## src/rtl/dmem_arbiter.sv

```systemverilog
// dmem_arbiter: two-port round-robin arbiter and access sequencer in front of
// the 256 x 64-bit data memory. Port 0 is the CPU load/store path, port 1 the
// DMA/debug port. Each accepted request runs as grant -> ACCESS (one memory
// strobe) -> RESP (registered read data plus a one-cycle valid pulse).
// Addresses that are misaligned or beyond the 2 KiB memory are rejected
// without touching the memory.
//
// Optional feature: define DMEM_ARB_LOCK_EN to add the p0_lock input. It lets
// port 0 hold off port 1 across several accesses (atomic read-modify-write).
module dmem_arbiter #(
    parameter int ADDR_W = 64,
    parameter int DATA_W = 64
) (
    input  logic              clk,
    input  logic              rst_n,
`ifdef DMEM_ARB_LOCK_EN
    input  logic              p0_lock,
`endif
    input  logic              p0_req,
    input  logic              p0_we,
    input  logic [ADDR_W-1:0] p0_addr,
    input  logic [DATA_W-1:0] p0_wdata,
    output logic              p0_gnt,
    output logic              p0_rvalid,
    output logic [DATA_W-1:0] p0_rdata,
    output logic              p0_err,
    input  logic              p1_req,
    input  logic              p1_we,
    input  logic [ADDR_W-1:0] p1_addr,
    input  logic [DATA_W-1:0] p1_wdata,
    output logic              p1_gnt,
    output logic              p1_rvalid,
    output logic [DATA_W-1:0] p1_rdata,
    output logic              p1_err,
    output logic              mem_read,
    output logic              mem_write,
    output logic [ADDR_W-1:0] mem_addr,
    output logic [DATA_W-1:0] mem_wdata,
    input  logic [DATA_W-1:0] mem_rdata
);

    localparam logic [1:0] ST_IDLE   = 2'd0;
    localparam logic [1:0] ST_ACCESS = 2'd1;
    localparam logic [1:0] ST_RESP   = 2'd2;

    // An address reaches the memory only if it is 8-byte aligned and lies
    // inside the 256-word (2 KiB) array.
    function automatic logic addr_legal(input logic [ADDR_W-1:0] addr);
        return (addr[2:0] == 3'b000) && (addr[ADDR_W-1:11] == '0);
    endfunction

    // FSM and arbitration state
    logic [1:0]        state_r;
    logic [1:0]        state_nx_s;
    logic              last_r;        // port granted most recently
    logic              lock_r;        // port 1 held off while set

    // Access latched at grant time
    logic              port_r;
    logic              we_r;
    logic              rej_r;
    logic [ADDR_W-1:0] addr_r;
    logic [DATA_W-1:0] wdata_r;
    logic              rd_stb_r;
    logic              wr_stb_r;

    // Response registers
    logic              p0_rvalid_r;
    logic              p1_rvalid_r;
    logic [DATA_W-1:0] p0_rdata_r;
    logic [DATA_W-1:0] p1_rdata_r;
    logic              p0_err_r;
    logic              p1_err_r;

    // Arbitration results and the winning request
    logic              can_grant_s;
    logic              req1_eff_s;
    logic              gnt0_s;
    logic              gnt1_s;
    logic              any_gnt_s;
    logic              sel_we_s;
    logic [ADDR_W-1:0] sel_addr_s;
    logic [DATA_W-1:0] sel_wdata_s;
    logic              sel_legal_s;
    logic [DATA_W-1:0] capture_s;

    // Port 1 is masked while port 0 holds the lock; constant open otherwise.
`ifdef DMEM_ARB_LOCK_EN
    assign req1_eff_s = p1_req & ~lock_r;
`else
    assign req1_eff_s = p1_req;
`endif

    // Grants are possible only in IDLE and RESP; ACCESS is always busy.
    always_comb begin
        can_grant_s = 1'b0;
        case (state_r)
            ST_IDLE:   can_grant_s = 1'b1;
            ST_ACCESS: can_grant_s = 1'b0;
            ST_RESP:   can_grant_s = 1'b1;
            default:   can_grant_s = 1'b0;
        endcase
    end

    // Round-robin pick: on a tie the port not granted last wins.
    always_comb begin
        gnt0_s = 1'b0;
        gnt1_s = 1'b0;
        if (rst_n && can_grant_s) begin
            if (p0_req && req1_eff_s) begin
                if (last_r) begin
                    gnt0_s = 1'b1;
                end else begin
                    gnt1_s = 1'b1;
                end
            end else if (p0_req) begin
                gnt0_s = 1'b1;
            end else if (req1_eff_s) begin
                gnt1_s = 1'b1;
            end else begin
                gnt0_s = 1'b0;
                gnt1_s = 1'b0;
            end
        end else begin
            gnt0_s = 1'b0;
            gnt1_s = 1'b0;
        end
    end

    assign any_gnt_s = gnt0_s | gnt1_s;
    assign p0_gnt    = gnt0_s;
    assign p1_gnt    = gnt1_s;

    // Select the winning port's request fields for latching.
    always_comb begin
        sel_we_s    = p0_we;
        sel_addr_s  = p0_addr;
        sel_wdata_s = p0_wdata;
        if (gnt1_s) begin
            sel_we_s    = p1_we;
            sel_addr_s  = p1_addr;
            sel_wdata_s = p1_wdata;
        end else begin
            sel_we_s    = p0_we;
            sel_addr_s  = p0_addr;
            sel_wdata_s = p0_wdata;
        end
        sel_legal_s = addr_legal(sel_addr_s);
    end

    // Next-state logic: RESP may chain straight into another ACCESS.
    always_comb begin
        state_nx_s = ST_IDLE;
        case (state_r)
            ST_IDLE:   state_nx_s = any_gnt_s ? ST_ACCESS : ST_IDLE;
            ST_ACCESS: state_nx_s = ST_RESP;
            ST_RESP:   state_nx_s = any_gnt_s ? ST_ACCESS : ST_IDLE;
            default:   state_nx_s = ST_IDLE;
        endcase
    end

    // Data captured at the end of ACCESS: memory data for a legal read,
    // zero for writes and rejected accesses.
    always_comb begin
        capture_s = '0;
        if (we_r || rej_r) begin
            capture_s = '0;
        end else begin
            capture_s = mem_rdata;
        end
    end

    // State register and round-robin pointer.
    always_ff @(posedge clk) begin
        if (!rst_n) begin
            state_r <= ST_IDLE;
            last_r  <= 1'b1;
        end else begin
            state_r <= state_nx_s;
            if (any_gnt_s) begin
                last_r <= gnt1_s;
            end else begin
                last_r <= last_r;
            end
        end
    end

    // Port-0 lock: follows p0_lock of each port-0 grant.
    always_ff @(posedge clk) begin
        if (!rst_n) begin
            lock_r <= 1'b0;
        end else if (gnt0_s) begin
`ifdef DMEM_ARB_LOCK_EN
            lock_r <= p0_lock;
`else
            lock_r <= 1'b0;
`endif
        end else begin
            lock_r <= lock_r;
        end
    end

    // Latch the granted access; strobes are armed for the single ACCESS cycle.
    always_ff @(posedge clk) begin
        if (!rst_n) begin
            port_r   <= 1'b0;
            we_r     <= 1'b0;
            rej_r    <= 1'b0;
            addr_r   <= '0;
            wdata_r  <= '0;
            rd_stb_r <= 1'b0;
            wr_stb_r <= 1'b0;
        end else if (any_gnt_s) begin
            port_r   <= gnt1_s;
            we_r     <= sel_we_s;
            rej_r    <= ~sel_legal_s;
            addr_r   <= sel_addr_s;
            wdata_r  <= sel_wdata_s;
            rd_stb_r <= ~sel_we_s & sel_legal_s;
            wr_stb_r <= sel_we_s & sel_legal_s;
        end else begin
            rd_stb_r <= 1'b0;
            wr_stb_r <= 1'b0;
        end
    end

    // Response registers: loaded at the end of ACCESS so they present in RESP;
    // the port that does not own the response sees all zeros.
    always_ff @(posedge clk) begin
        if (!rst_n) begin
            p0_rvalid_r <= 1'b0;
            p1_rvalid_r <= 1'b0;
            p0_rdata_r  <= '0;
            p1_rdata_r  <= '0;
            p0_err_r    <= 1'b0;
            p1_err_r    <= 1'b0;
        end else if (state_r == ST_ACCESS) begin
            p0_rvalid_r <= ~port_r;
            p1_rvalid_r <= port_r;
            p0_rdata_r  <= port_r ? '0 : capture_s;
            p1_rdata_r  <= port_r ? capture_s : '0;
            p0_err_r    <= ~port_r & rej_r;
            p1_err_r    <= port_r & rej_r;
        end else begin
            p0_rvalid_r <= 1'b0;
            p1_rvalid_r <= 1'b0;
            p0_rdata_r  <= '0;
            p1_rdata_r  <= '0;
            p0_err_r    <= 1'b0;
            p1_err_r    <= 1'b0;
        end
    end

    // Strobes are forced low while reset is asserted so an abandoned ACCESS
    // can never commit a write.
    assign mem_read  = rd_stb_r & rst_n;
    assign mem_write = wr_stb_r & rst_n;
    assign mem_addr  = addr_r;
    assign mem_wdata = wdata_r;

    assign p0_rvalid = p0_rvalid_r;
    assign p1_rvalid = p1_rvalid_r;
    assign p0_rdata  = p0_rdata_r;
    assign p1_rdata  = p1_rdata_r;
    assign p0_err    = p0_err_r;
    assign p1_err    = p1_err_r;

endmodule

```

## config.mk

```make
export PLATFORM = sky130hd
export DESIGN_NAME = dmem_arbiter
export DESIGN_NICKNAME = d
export VERILOG_FILES = /design/src/rtl/dmem_arbiter.sv
export SDC_FILE = /design/constraint.sdc
export NUM_CORES = 1
export LEC_CHECK = 0
export ABC_CLOCK_PERIOD_IN_PS = 1600
export CORE_AREA = 2 2 231 233
export CTS_CLUSTER_DIAMETER = 150
export DETAILED_ROUTE_END_ITERATION = 7
export DIE_AREA = 0 0 233 235
export PLACE_DENSITY_LB_ADDON = 0.2
export SLEW_MARGIN = 25
export SYNTH_ARGS = -nofsm -noshare
export SYNTH_HDL_FRONTEND = slang
export SYNTH_SLANG_ARGS = --single-unit
```

## constraint.sdc

```tcl
create_clock -name clk -period 1.6 [get_ports clk]
set_input_delay 0.4 -clock clk [delete_from_list [all_inputs] [get_ports clk]]
set_output_delay 0.4 -clock clk [all_outputs]
set_load 0.1 [all_outputs]
```

* After elaboration in Yosys (flattened, before gate mapping)
Cells that the tools add are included.
** Storage, ports and cells
- Register bits after elaboration :: 268
- Bits in latches :: 0
- Memory bits (writable) :: 0
- ROM bits :: 0
- Bits of input ports :: 326
- Logic and storage cells :: 57
- Memories :: 0
** Operators by class
- $add $sub $neg :: 0
- Multipliers :: 0
- Divide/modulo/power cells :: 0
- $lt $le $gt $ge :: 0
- Equal/unequal tests :: 2
- Shift operators :: 0
- Muxes and demuxes :: 16
- Bitwise operators :: 12
- Reductions and logical operators :: 12
** Operators by type and width (number)
- $mux W64 :: 3
- $logic_not A53 Y1 :: 1
- $mux W1 :: 12
- $and A1 B1 Y1 :: 6
- $not A1 Y1 :: 5
- $pmux W2 S2 :: 1
- $reduce_and A2 Y1 :: 2
- $logic_and A1 B1 Y1 :: 3
- $logic_not A3 Y1 :: 1
- $reduce_and A3 Y1 :: 1
- $reduce_or A3 Y1 :: 1
- $eq A2 B1 Y1 const B :: 1
- $eq A2 B2 Y1 const B :: 1
- $logic_not A2 Y1 :: 1
- $reduce_or A2 Y1 :: 1
- $logic_or A1 B1 Y1 :: 1
- $or A1 B1 Y1 :: 1

* Longest topological paths before layout
- Depth after elaboration :: 9
- Depth in mapped cells :: 7
- Mapped depth without buffers :: 6

* Least setup slack after synthesis
Ideal clock, no wire load.
- Path type :: in2reg
- From :: input p1_req
- To :: register addr_r[16], in the netlist mem_addr[16]
- Setup time :: 0.091 ns
- Arrival :: 1.612 ns
- Data required time :: 1.509 ns
- Setup slack :: -0.103 ns
- Stages :: 6
- Path buffers :: 1
- Path through :: and3b_1 nand2_2 inv_2 buf_2 nand2_1 a311oi_1
** Between the ends
- Longest elaborated chain between the ends :: 5
- Elaborated cells on any way between the ends :: 9
- Classes of those cells :: 7 x mux; 1 x bitwise; 1 x reduce/logical
** Ends and longest elaborated chain
- start: declaration :: RTL line 27 : input logic p1_req,
- $mux W1 :: RTL line 118 : end else if (req1_eff_s) begin
- $mux W1 :: RTL line 116 : end else if (p0_req) begin
- $mux W1 * :: RTL line 110 : if (p0_req && req1_eff_s) begin
- $mux W1 * :: RTL line 109 : if (rst_n && can_grant_s) begin
- net p1_gnt :: RTL line 31 : output logic p1_gnt,
- $mux W64 / $or A1 B1 Y1 (equally long branches) :: RTL line 139, 130
- end signal: assignment :: RTL line 217 : addr_r <= sel_addr_s;
- end: declaration :: RTL line 62 : logic [ADDR_W-1:0] addr_r;
The timed path passes the listed nets; every way through them passes the cells marked *.
A chain may end at the register's enable or synchronous reset.

* Worst setup path in the final report
- From :: register state_r[0]
- To :: output p0_gnt
** Between the ends
- Longest elaborated chain between the ends :: 5
- Elaborated cells on any way between the ends :: 6
- Classes of those cells :: 1 x eq/ne; 2 x mux; 3 x reduce/logical
** Ends and longest elaborated chain
- start: declaration :: RTL line 53 : logic [1:0] state_r;
- start signal: assignment :: RTL line 179 : state_r <= state_nx_s;
- $eq A2 B2 Y1 / $logic_not A2 Y1 (equally long branches) :: RTL line 97 : case (state_r)
- $reduce_or A2 Y1 (no source line) *
- $mux W1 * :: RTL line 97
- $logic_and A1 B1 Y1 * :: RTL line 109
- $mux W1 * :: RTL line 109
- end: declaration :: RTL line 23 : output logic p0_gnt,
Mark *: on every way between the ends. The rest lies on a longest branch, timed or not.

==> out/metrics.yaml <==
clk-insertion-delay-late_ps: 530
syn_area_sq_mm: 0.0103
total_power_uw: 23400
hold_violations: 0
place_congestion: 0.892
path_class: "flop to primary output"
via_per_inst: 4.43
worst_slack_ps: -338
clk_pin_slew_ps: 60
ant_nets: 0
violations: "setup timing"
core_area_sq_mm: 0.0522
overflow: 0
period_share_pct: 121
fmax_ghz: 0.516
grt_usage_pct: 18.9
die_w_um: 233
whs_ps: 214
synth-seq-cells: 268
p_leak_uw: 0.00996
status: "finished with violations"
clockRootBuffer: "clkbuf_16"
drt_iter0_drc: 381
rsz0062_at_grt: "true"
place.port_buffers: 589
antenna_found_initial: 4
drive_gt1_share_pct: 44.2
syn_inst: 1080
yosysUniqueCellTypes: 32
ys_seq_area_share_pct: 51.8
startpoint_type: "flop"
period_needed_ps: 1940
cp-end-kind: "primary output"
power.density_mw_per_mm2: 964
ys.flop_type: "dfxtp_1"
max_cap_viol_count: 0
ys_warn_count: 0
initial_core_util_pct: 19.8
num_vias: 11300
max_slew_margin_pct: 71.2
fin_nets: 2163
setup_violations: 135
ir_worst_vdd_mv: 0.581
async_flop_share_pct: 0
grt_pass1_vias: 11800
synth-edff-count: 0
route.detailed.drc: 0
cts_tree: "yes"
slew_violations: 0
cts_buffers: 35
fin_skew_ps: 16.7
first_pass_iters: 5
grt_pass1_wl_um: 77300
clock_sinks: 268
cts_max_path_buffers: 3
worstPathRequired_ps: 1200
io_pins: 590
n_fill_cell: 4773
hp-class: "primary input to flop"
wl_per_cell_um: 21.3
syn_nets: 1406
htree_levels: 2
area_growth_pct: 135
rows: 84
place_ws_ps: -947
path_max_fanout: 2
die_h_um: 235
ctsHoldBuffers: 0
worst_pin_slew_ps: 432
grt_max_degree: 129
syn_area_per_cell_sq_um: 9.58
wl_um: 54300
crit_arrival_ps: 1540
dpl.hpwl_um: 37200
fp.dieArea_sq_mm: 0.0548
## cell usage in the layout (no fill, tap or decap), types with 2 or more instances in the layout
master / synthesis / routed
clkinv_2: 0 / 4
nor4_2: 0 / 5
nand2_2: 1 / 14
and3_1: 131 / 130
buf_12: 0 / 295
clkbuf_1: 38 / 7
clkbuf_8: 0 / 8
nor4_4: 0 / 3
dlygate4sd2_1: 0 / 15
nand4_1: 7 / 7
nor2_1: 135 / 58
buf_6: 12 / 45
clkbuf_16: 0 / 46
a311oi_2: 100 / 122
bufinv_16: 0 / 5
nand2_1: 258 / 240
dfxtp_1: 268 / 239
a311oi_1: 28 / 6
clkdlybuf4s50_1: 0 / 309
buf_16: 0 / 25
buf_4: 12 / 107
nor2_2: 0 / 44
clkinvlp_4: 0 / 2
nor2_4: 0 / 33
inv_1: 3 / 3
nand2_4: 0 / 5
and2_4: 0 / 4
nor4_1: 26 / 18
buf_8: 0 / 12
nor3_4: 0 / 2
dfxtp_2: 0 / 29
## area by class of cell
cell class              instances  area, sq um  share of cell area (%)
repair buffers                819        11600                    47.7
flip-flops and latches        268         5400                    22.2
multi-input cells             708         5170                    21.3
clock buffers                  52         1060                    4.37
well taps                     688          861                    3.55
clock inverters                11          185                   0.763
inverters                       5         31.3                   0.129
diodes                          1         2.50                  0.0103
## flip-flops by register name, summed over array words and instances (netlist names)
register / cells
wr_stb_r: 1
p0_rdata: 64
last_r: 1
p1_rdata: 64
p0_err: 1
p1_rvalid: 1
state_r: 2
rej_r: 1
p1_err: 1
we_r: 1
mem_wdata: 64
rd_stb_r: 1
mem_addr: 64
port_r: 1
p0_rvalid: 1
## critical path, stage by stage, from the launching register on
cell	delay, ps
dfxtp_2	320
buf_6	110
and2b_2	220
and3_4	190
buf_12	170
## cells by family after synthesis
logic type	Yosys count	share of synthesized area (%)
and+or+nand+nor	570	25.0
muxes	1	0.0967
DFF	268	51.8
buffers and inverters	104	5.52
AOI/OAI and AO/OA	137	17.5
## final timing paths
kind	from	to	slack [ps]	depth (start not counted)
worst max-delay path	state_r[0]	p0_gnt	-340	4
worst min-delay path	rst_n	last_r	210	3
worst max register to register	state_r[0]	mem_addr[7]	-260	10
worst min register to register	state_r[1]	state_r[1]	480	1
## stage by stage
step,instance area [sq um],utilization (%),instances,setup TNS (ps)
after global routing,24300,46.5,2551,-27970
after CTS,23700,45.4,2539,-22690
final,24300,46.5,2552,-19160
after global placement,20600,39.4,2407,-132530
after floorplan,10400,-,1080,0
after detailed placement,20600,39.4,2407,-142300
## layer usage
metal,routed length (um),up-vias,GRT usage (%)
met1,20900,5416,21.4
met5,47,-,0
li1,-,5329,-
met2,26400,469,32.3
met4,1600,8,5.93
met3,5270,80,7.38
## power breakdown
| group | total (uW) | internal [uW] | switching [uW] |
|---|---|---|---|
| clock | 8520 | 5400 | 3130 |
| combinational | 7440 | 3270 | 4170 |
| sequential | 7440 | 7040 | 409 |
## Yosys cell counts (2+ instances only)
master / instances / area share, %
nor3_1: 2 / 0.097
clkbuf_2: 10 / 0.48
buf_6: 12 / 1.3
nor4_1: 26 / 1.6
o21ai_0: 2 / 0.097
a311oi_1: 28 / 2.4
nor2_1: 135 / 4.9
nand2_1: 258 / 9.4
a311oi_2: 100 / 15
and2_1: 5 / 0.30
buf_2: 27 / 1.3
inv_1: 3 / 0.11
clkbuf_1: 38 / 1.4
dfxtp_1: 268 / 52
inv_2: 2 / 0.073
nand4_1: 7 / 0.42
and3_1: 131 / 7.9
buf_4: 12 / 0.87
## repair_timing
| action | 4_1_cts | 5_1_grt |
|---|---|---|
| endpoints found under the setup margin | 108 | 237 |
| resized for setup | 208 | 164 |
| cloned | 31 | 10 |
| hold endpoints to repair | 0 | 0 |
| pin swaps | 78 | 56 |
| setup buffers | 39 | 21 |
No activity file was read; power rests on OpenSTA's default activity.
